===== src/rtl/toggle_period_detector.sv =====
// toggle_period_detector: measures the half-period of a toggle input, checks it against COUNT +/- TOL, declares lock and flags timeout
// Ports: i_Clk clock; i_Rst_L synchronous active-low reset; i_Toggle asynchronous toggle input;
//   o_Period last half-period (clocks), o_Period_Valid one-cycle update pulse, o_Match last period in tolerance,
//   o_Locked LOCK_N consecutive matches, o_Timeout no edge for TIMEOUT clocks (sticky until next edge).
// Optional macro GLITCH_FILTER_EN inserts a FILTER_LEN-sample glitch filter after the synchronizer.
module toggle_period_detector #(
  parameter int COUNT = 1000000,
  parameter int TOL = 1000,
  parameter int LOCK_N = 4,
  parameter int TIMEOUT = 2 * COUNT,
  parameter int FILTER_LEN = 4,
  localparam int W = $clog2(TIMEOUT + 1)
) (
  input  logic         i_Clk,
  input  logic         i_Rst_L,
  input  logic         i_Toggle,
  output logic [W-1:0] o_Period,
  output logic         o_Period_Valid,
  output logic         o_Match,
  output logic         o_Locked,
  output logic         o_Timeout
);
  localparam int LO = (COUNT > TOL) ? COUNT - TOL : 0;
  localparam int HI = COUNT + TOL;
  localparam int MW = $clog2(LOCK_N + 1);
  typedef enum logic [1:0] {IDLE, MEASURE, LOCKED} state_t;
  state_t r_state, w_state;
  logic r_sync1, r_sync2, r_prev;
  logic w_level, w_edge, w_match;
  logic [W-1:0] r_cnt, w_period;
  logic [MW-1:0] r_mcnt, w_mcnt;
  logic w_valid, w_match_o, w_locked, w_timeout;
  always_ff @(posedge i_Clk) begin
    if (!i_Rst_L) begin
      r_sync1 <= 1'b0;
      r_sync2 <= 1'b0;
      r_prev <= 1'b0;
    end else begin
      r_sync1 <= i_Toggle;
      r_sync2 <= r_sync1;
      r_prev <= w_level;
    end
  end
`ifdef GLITCH_FILTER_EN
  localparam int FW = $clog2(FILTER_LEN + 1);
  logic r_filt;
  logic [FW-1:0] r_fcnt;
  // r_fcnt counts consecutive samples disagreeing with r_filt; the level flips on the FILTER_LEN-th one
  always_ff @(posedge i_Clk) begin
    if (!i_Rst_L) begin
      r_filt <= 1'b0;
      r_fcnt <= '0;
    end else if (r_sync2 == r_filt) begin
      r_fcnt <= '0;
    end else if (r_fcnt == FW'(FILTER_LEN - 1)) begin
      r_filt <= r_sync2;
      r_fcnt <= '0;
    end else begin
      r_fcnt <= r_fcnt + 1'b1;
    end
  end
  assign w_level = r_filt;
`else
  assign w_level = r_sync2;
`endif
  assign w_edge = w_level ^ r_prev;
  assign w_match = ({1'b0, r_cnt} >= (W + 1)'(LO)) && ({1'b0, r_cnt} <= (W + 1)'(HI));
  // counter saturates at TIMEOUT so a stopped input never wraps into a false period
  always_ff @(posedge i_Clk) begin
    if (!i_Rst_L) r_cnt <= '0;
    else if (w_edge) r_cnt <= W'(1);
    else if (r_cnt != W'(TIMEOUT)) r_cnt <= r_cnt + 1'b1;
  end
  // an edge takes priority over timeout, so a period of exactly TIMEOUT is reported as a mismatch
  always_comb begin
    w_state = r_state;
    w_period = o_Period;
    w_valid = 1'b0;
    w_match_o = o_Match;
    w_locked = o_Locked;
    w_timeout = o_Timeout;
    w_mcnt = r_mcnt;
    if (r_state == IDLE) begin
      if (w_edge) begin
        w_state = MEASURE;
        w_timeout = 1'b0;
      end
    end else if (w_edge) begin
      w_period = r_cnt;
      w_valid = 1'b1;
      w_match_o = w_match;
      w_mcnt = !w_match ? '0 : (r_mcnt == MW'(LOCK_N)) ? r_mcnt : r_mcnt + 1'b1;
      w_locked = (w_mcnt == MW'(LOCK_N));
      w_state = w_locked ? LOCKED : MEASURE;
    end else if (r_cnt == W'(TIMEOUT)) begin
      w_state = IDLE;
      w_timeout = 1'b1;
      w_locked = 1'b0;
      w_match_o = 1'b0;
      w_mcnt = '0;
    end
  end
  always_ff @(posedge i_Clk) begin
    if (!i_Rst_L) begin
      r_state <= IDLE;
      r_mcnt <= '0;
      o_Period <= '0;
      o_Period_Valid <= 1'b0;
      o_Match <= 1'b0;
      o_Locked <= 1'b0;
      o_Timeout <= 1'b0;
    end else begin
      r_state <= w_state;
      r_mcnt <= w_mcnt;
      o_Period <= w_period;
      o_Period_Valid <= w_valid;
      o_Match <= w_match_o;
      o_Locked <= w_locked;
      o_Timeout <= w_timeout;
    end
  end
endmodule


===== config.mk =====
export PLATFORM = sky130hd
export DESIGN_NAME = toggle_period_detector
export DESIGN_NICKNAME = d
export VERILOG_FILES = /design/src/rtl/toggle_period_detector.sv
export SDC_FILE = /design/constraint.sdc
export NUM_CORES = 1
export LEC_CHECK = 0
export CAP_MARGIN = 20
export CELL_PAD_IN_SITES_DETAIL_PLACEMENT = 2
export CELL_PAD_IN_SITES_GLOBAL_PLACEMENT = 2
export CORE_AREA = 2 2 88 90
export CTS_CLUSTER_DIAMETER = 200
export DETAILED_ROUTE_END_ITERATION = 7
export DIE_AREA = 0 0 90 92
export PLACE_DENSITY_LB_ADDON = 0.1
export SYNTH_ARGS = -nofsm -noshare
export SYNTH_HDL_FRONTEND = slang
export SYNTH_SLANG_ARGS = --single-unit

===== constraint.sdc =====
create_clock -name i_Clk -period 2.95 [get_ports i_Clk]
set_clock_uncertainty 0.15 [all_clocks]
set_input_delay 0.4425 -clock i_Clk [delete_from_list [all_inputs] [get_ports i_Clk]]
set_output_delay 0.4425 -clock i_Clk [all_outputs]
set_load 0.03 [all_outputs]

==> metrics.cfg <==
[logic_synthesis]
synthMostInstantiatedCell = dfxtp_1
ys_ff_latch = 54
synth-edff-count = 0
syn_inst = 266
synthArstFlopShare_pct = 0
synth_top_area_share_pct = 43.2
yosys_warnings = 0
synth_top_area_cell = dfxtp_1
ys_types = 50
synth-seq-area-share_pct = 43.2
synth_flop_cell = dfxtp_1
syn_area_per_cell_sq_um = 9.40
synth_commonest_cells = dfxtp_1, mux2i_1, nor2_1, nor2b_1, nand2_1
syn-cell-area_sq_um = 2500
synth_nets = 275
synthTopCellsByArea = dfxtp_1, mux2i_1, nor2b_1, nor2_1, xor2_1

[drt]
drcViolationCount = 0
num_vias = 1950
ant_nets = 0
first_iter_violations = 44
postRouteWirelength_microns = 6230
wl_per_cell_microns = 15.8
drtPass1Iterations = 4
avgViaCountPerCell = 4.95

[grt]
grt_overflow_total = 0
grt_pass1_wl_microns = 10500
grtUsageTotal_pct = 15.9
grt_max_degree = 34
grt_pass1_vias = 2082
antenna_found_initial = 0

[die]
chipWidth_microns = 90
rows = 32
die_y_microns = 92
start_util_pct = 33.6
ios = 28
core_sq_um = 7450
dieArea_sq_um = 8280

[timing]
fmax_mhz = 424
slew_headroom_pct = 60.0
slew_violations = 0
rsz0062_at_grt = no
post-route-period-util_pct = 79.9
hold_slack_ps = 298
hold_violations = 0
period_needed_ps = 2360
worstMarginPinSlew_ps = 596
fin_setup_tns_ps = 0
setup_viol = 0

[final_layout]
fin_util_pct = 39.6
finalNetCount = 300
antenna_cells = 0
stdcell_count = 394
area_growth_pct = 17.9
drive_gt1_share_pct = 7.88
final.fill_count = 846

[clock_network]
h-tree-depth = 2
cts_root_buffer = clkbuf_8
postCtsSetupBuffers = 0
ctsLongestPathBuffers = 2
cts_sinks = 54
numCtsBuffers = 5
clkLatencyLatePin_ps = 310
cts_resized = 0
ctsHoldBuffers = 0
cts_tree = done
clk_pin_slew_worst_paths_ps = 100

[pwr]
pwr-share-comb_pct = 4.4
finalPower_uw = 1240
clockPowerShare_pct = 35.6
ir_drop_uv = 212
p_sw_share_pct = 23.4
p_int_uw = 946
p_seq_share_pct = 60.0
cellPowerDensity_nw_per_um2 = 419
power.switching_uw = 289
leakage_uw = 0.000921

[critical_path]
setup.worst_path.start_class = flip-flop
cp_slowest_stage_delay_ps = 480
r2r_end = r_state[0]
cp_cell_sequence = inv_1 -> ha_1 -> nand4bb_2 -> nor3_1 -> nand4_1 -> a21oi_2 -> or4b_1 -> and3_1
path_max_fanout = 6
rr_startpoint = r_cnt[0]
crit_type = flip-flop to flip-flop
r2r_cells = 8
slowest_stage = or4b_1
cp.required_ps = 3020
end_kind = flip-flop
rrSetupSlack_ps = 590
cp_data_arrival_time_ps = 2430

[place]
place_inst = 386
hpwl_microns = 4370
gp_congestion = 0.718
portBuffers = 27

[hold_path]
worstHoldStart = r_sync1
hold_depth = 1
hold_path_class = flip-flop to flip-flop
whs_endpoint = r_sync2

[outcome]
outcome = completed

[run]
maxCapViolCount = 0

## flip-flops by register name (all words and copies together) (netlist names)
signal / count
r_mcnt: 3
r_prev: 1
r_state: 2
r_sync1: 1
r_sync2: 1
o_Period: 21
o_Locked: 1
o_Timeout: 1
o_Period_Valid: 1
r_cnt: 21
o_Match: 1
## layer usage
layer	routed length (microns)	vias up	global-route usage, %
met4	74	0	5.00
li1	-	965	-
met2	2970	24	27.3
met3	148	5	3.12
met1	3040	956	20.1
met5	0	-	0
## layout by cell type (no fill, tap or decap), types with 2 or more instances in the layout
cell and n:
inv_1 10, a211oi_1 2, o21ai_0 11, nor2_1 23
clkdlybuf4s50_1 27, nand3b_1 2, or3_1 6, nand2b_1 3
nand4_1 7, clkbuf_8 6, xnor2_1 6, dfxtp_1 54
buf_4 5, xor2_1 9, a21oi_1 11, o21ai_1 2
nand3_1 10, a21boi_1 2, and3_1 3, ha_1 6
nand2_1 12, nor2b_1 23, and2_1 3, nor3_1 2
mux2i_1 23
## power groups by stage
stage	combinational [uW]	clock, uW	sequential [uW]
global placement	54.1	0	758
global route	60.4	488	743
detailed placement	55.1	0	758
floorplan	35.8	0	756
finish	53.9	440	741
CTS	55.9	456	741
## worst max path at each step
| stage | cells after the start | to | from |
|---|---|---|---|
| 2_1_floorplan | 8 | r_state[0] | r_cnt[0] |
| 3_3_place_gp | 6 | r_state[0] | r_cnt[6] |
| 3_5_place_dp | 8 | r_state[0] | r_cnt[0] |
| 4_1_cts | 8 | r_state[0] | r_cnt[0] |
| 5_1_grt | 8 | r_state[0] | r_cnt[0] |
| 6_report | 8 | r_state[0] | r_cnt[0] |
## final cells by class
type                       count  area (sq um)  share of cell area, %
multi-input combinational    188          1300                   44.1
sequential                    54          1080                   36.7
timing repair buffer          32           308                   10.4
tap                          102           128                   4.33
clock buffer                   6          82.6                   2.80
inverter                      10          37.5                   1.27
clock inverter                 2          12.5                  0.424
## critical path, delay by kind of cell, from the launching register on
family / cells / cell delay (ps)
and+or+nand+nor: 5 / 1210
AOI/OAI and AO/OA: 1 / 260
buffers and inverters: 1 / 110
DFF: 1 / 370
adders and majority gates: 1 / 170
## metrics by stage
step                area (sq um)  worst slack [ps]
detailed placement          2850               582
floorplan                   2500               810
global placement            2850               643
CTS                         2950               580
finish                      2950               592
global route                2950               461
## logic make-up (layout without fill, tap and decap cells)
logic type               Yosys count  after routing  synth area share, %
flip-flops                        54             54                 43.2
XOR/XNOR                          15             15                 5.26
adder cells (fa/ha/maj)            6              6                 3.00
AND/OR/NAND/NOR                  107            107                 25.2
buffers and inverters             24             50                 4.80
AO/OA/AOI/OAI                     36             36                 8.86
multiplexers                      24             24                 9.66
Power figures use the tool's default switching activity.
==> patch: new RTL, same flow settings <==
The output `o_Period_Valid` loses its register stage (`o_Period_Valid` becomes a continuous assignment). Comments in the files are not updated.
--- a/src/rtl/toggle_period_detector.sv
+++ b/src/rtl/toggle_period_detector.sv
@@ -107,3 +107,2 @@
       o_Period <= '0;
-      o_Period_Valid <= 1'b0;
       o_Match <= 1'b0;
@@ -115,3 +114,2 @@
       o_Period <= w_period;
-      o_Period_Valid <= w_valid;
       o_Match <= w_match_o;
@@ -121,2 +119,4 @@
   end
+
+  assign o_Period_Valid = w_valid;
 endmodule
Check against the original RTL: not equivalent (Yosys sat finds a counterexample within 4 cycles, from zero or initial values and one cycle with i_Rst_L low).
==> patch against the original RTL <==
Design area unchanged. Sequential cell count decreased by 1. Largest cell class unchanged. Via count increased by 0.46%. Synthesized area decreased by 0.35%. Total power decreased by 0.24%. Routed wire length decreased by 0.37%. Highest routed layer unchanged. Setup slack got worse by 0.18 ns.
==> patch: results (changes against the original RTL) <==
| Metric | Value |
|---|---|
| DPL Wire Length | `4.621 mm (was 4.365 mm)` |
| RR Startpoint | `r_cnt[15]$_SDFFE_PP0N_ (was r_cnt[0]$_SDFFE_PN0P_)` |
| FILL cells | `855 (was 846)` |
| R2R cell count | `5 (was 8)` |
| Total GRT Usage | `16.12% (was 15.88%)` |
| Synth cell count leaders | `dfxtp_1, nor2_1, mux2i_1 (was dfxtp_1, mux2i_1, nor2_1, nor2b_1, nand2_1)` |
| Number of vias per cell | `4.972 (was 4.949)` |
| Pin count of the biggest net entering global routing | `18 (was 34)` |
| WL/cell | `15.76 um (was 15.82 um)` |
| Area after DPL | `2851 sq um (was 2853 sq um)` |
| Synth Net Count | `278 (was 275)` |
| Sequential fraction of the synthesis area | `42.59% (was 43.24%)` |
| Critical Path AT | `1.94 ns (was 2.43 ns)` |
| CP Capture Point | `o_Period_Valid (was r_state[0]$_SDFFE_PN0P_)` |
| Status | `completed (unchanged)` |
| Peak supply drop | `176.9 uV (was 211.7 uV)` |
| Met3 wire length | `139 um (was 148 um)` |
| Routed wl met2 | `2.890 mm (was 2.969 mm)` |
| Period minus WS final | `2.537 ns (was 2.358 ns)` |
| Slew @ Worst Pin | `0.6257 ns (was 0.5961 ns)` |
| Metal-1 WL | `3.119 mm (was 3.041 mm)` |
| GPL Wtd Cong | `0.7373 (was 0.7176)` |
| Via count | `1,959 (was 1,950)` |
| Place WS | `0.6022 ns (was 0.5818 ns)` |
| M2 GR Usage | `26.69% (was 27.32%)` |
| R2r setup slk | `0.61 ns (was 0.59 ns)` |
| Leak | `0.0009532 uW (was 0.0009207 uW)` |
| Vias in the first global route | `2,130 (was 2,082)` |
| Syn avg cell area | `9.261 sq um (was 9.398 sq um)` |
| Layout cells sized above 1 | `6.164% (was 7.877%)` |
| Met1 usage | `21.97% (was 20.07%)` |
| Starting DRT DRC Count | `39 (was 44)` |
## patch: where the power goes
group	switching, uW	leakage (uW)	internal, uW
registers	6.51	0.000428	721
clock network	254	0.0000512	191
logic	35.3	0.000474	24.3
## patch: area by class of cell
cell class / instances / share of cell area [%]
Clock inverter: 2 / 0.4669
Clock buffer: 6 / 2.801
Inverter: 13 / 1.655
Tap cell: 102 / 4.329
Sequential cell: 53 / 35.99
Multi-Input combinational cell: 186 / 44.40
Timing Repair Buffer: 32 / 10.36
## patch: cell families (layout without fill, tap and decap cells)
group,Yosys count,count (layout),share of synthesized area (%)
AO/OA/AOI/OAI,31,31,9.392
adder cells (fa/ha/maj),6,6,3.013
multiplexers,22,22,8.840
flip-flops,53,53,42.59
XOR/XNOR,19,19,6.680
buffers and inverters,30,53,4.872
AND/OR/NAND/NOR,108,108,24.61
## patch: worst max-delay path: stages, from the launching register on
cell and delay, ns:
dfxtp_1 0.35, xor2_1 0.45, ha_1 0.57, buf_4 0.25
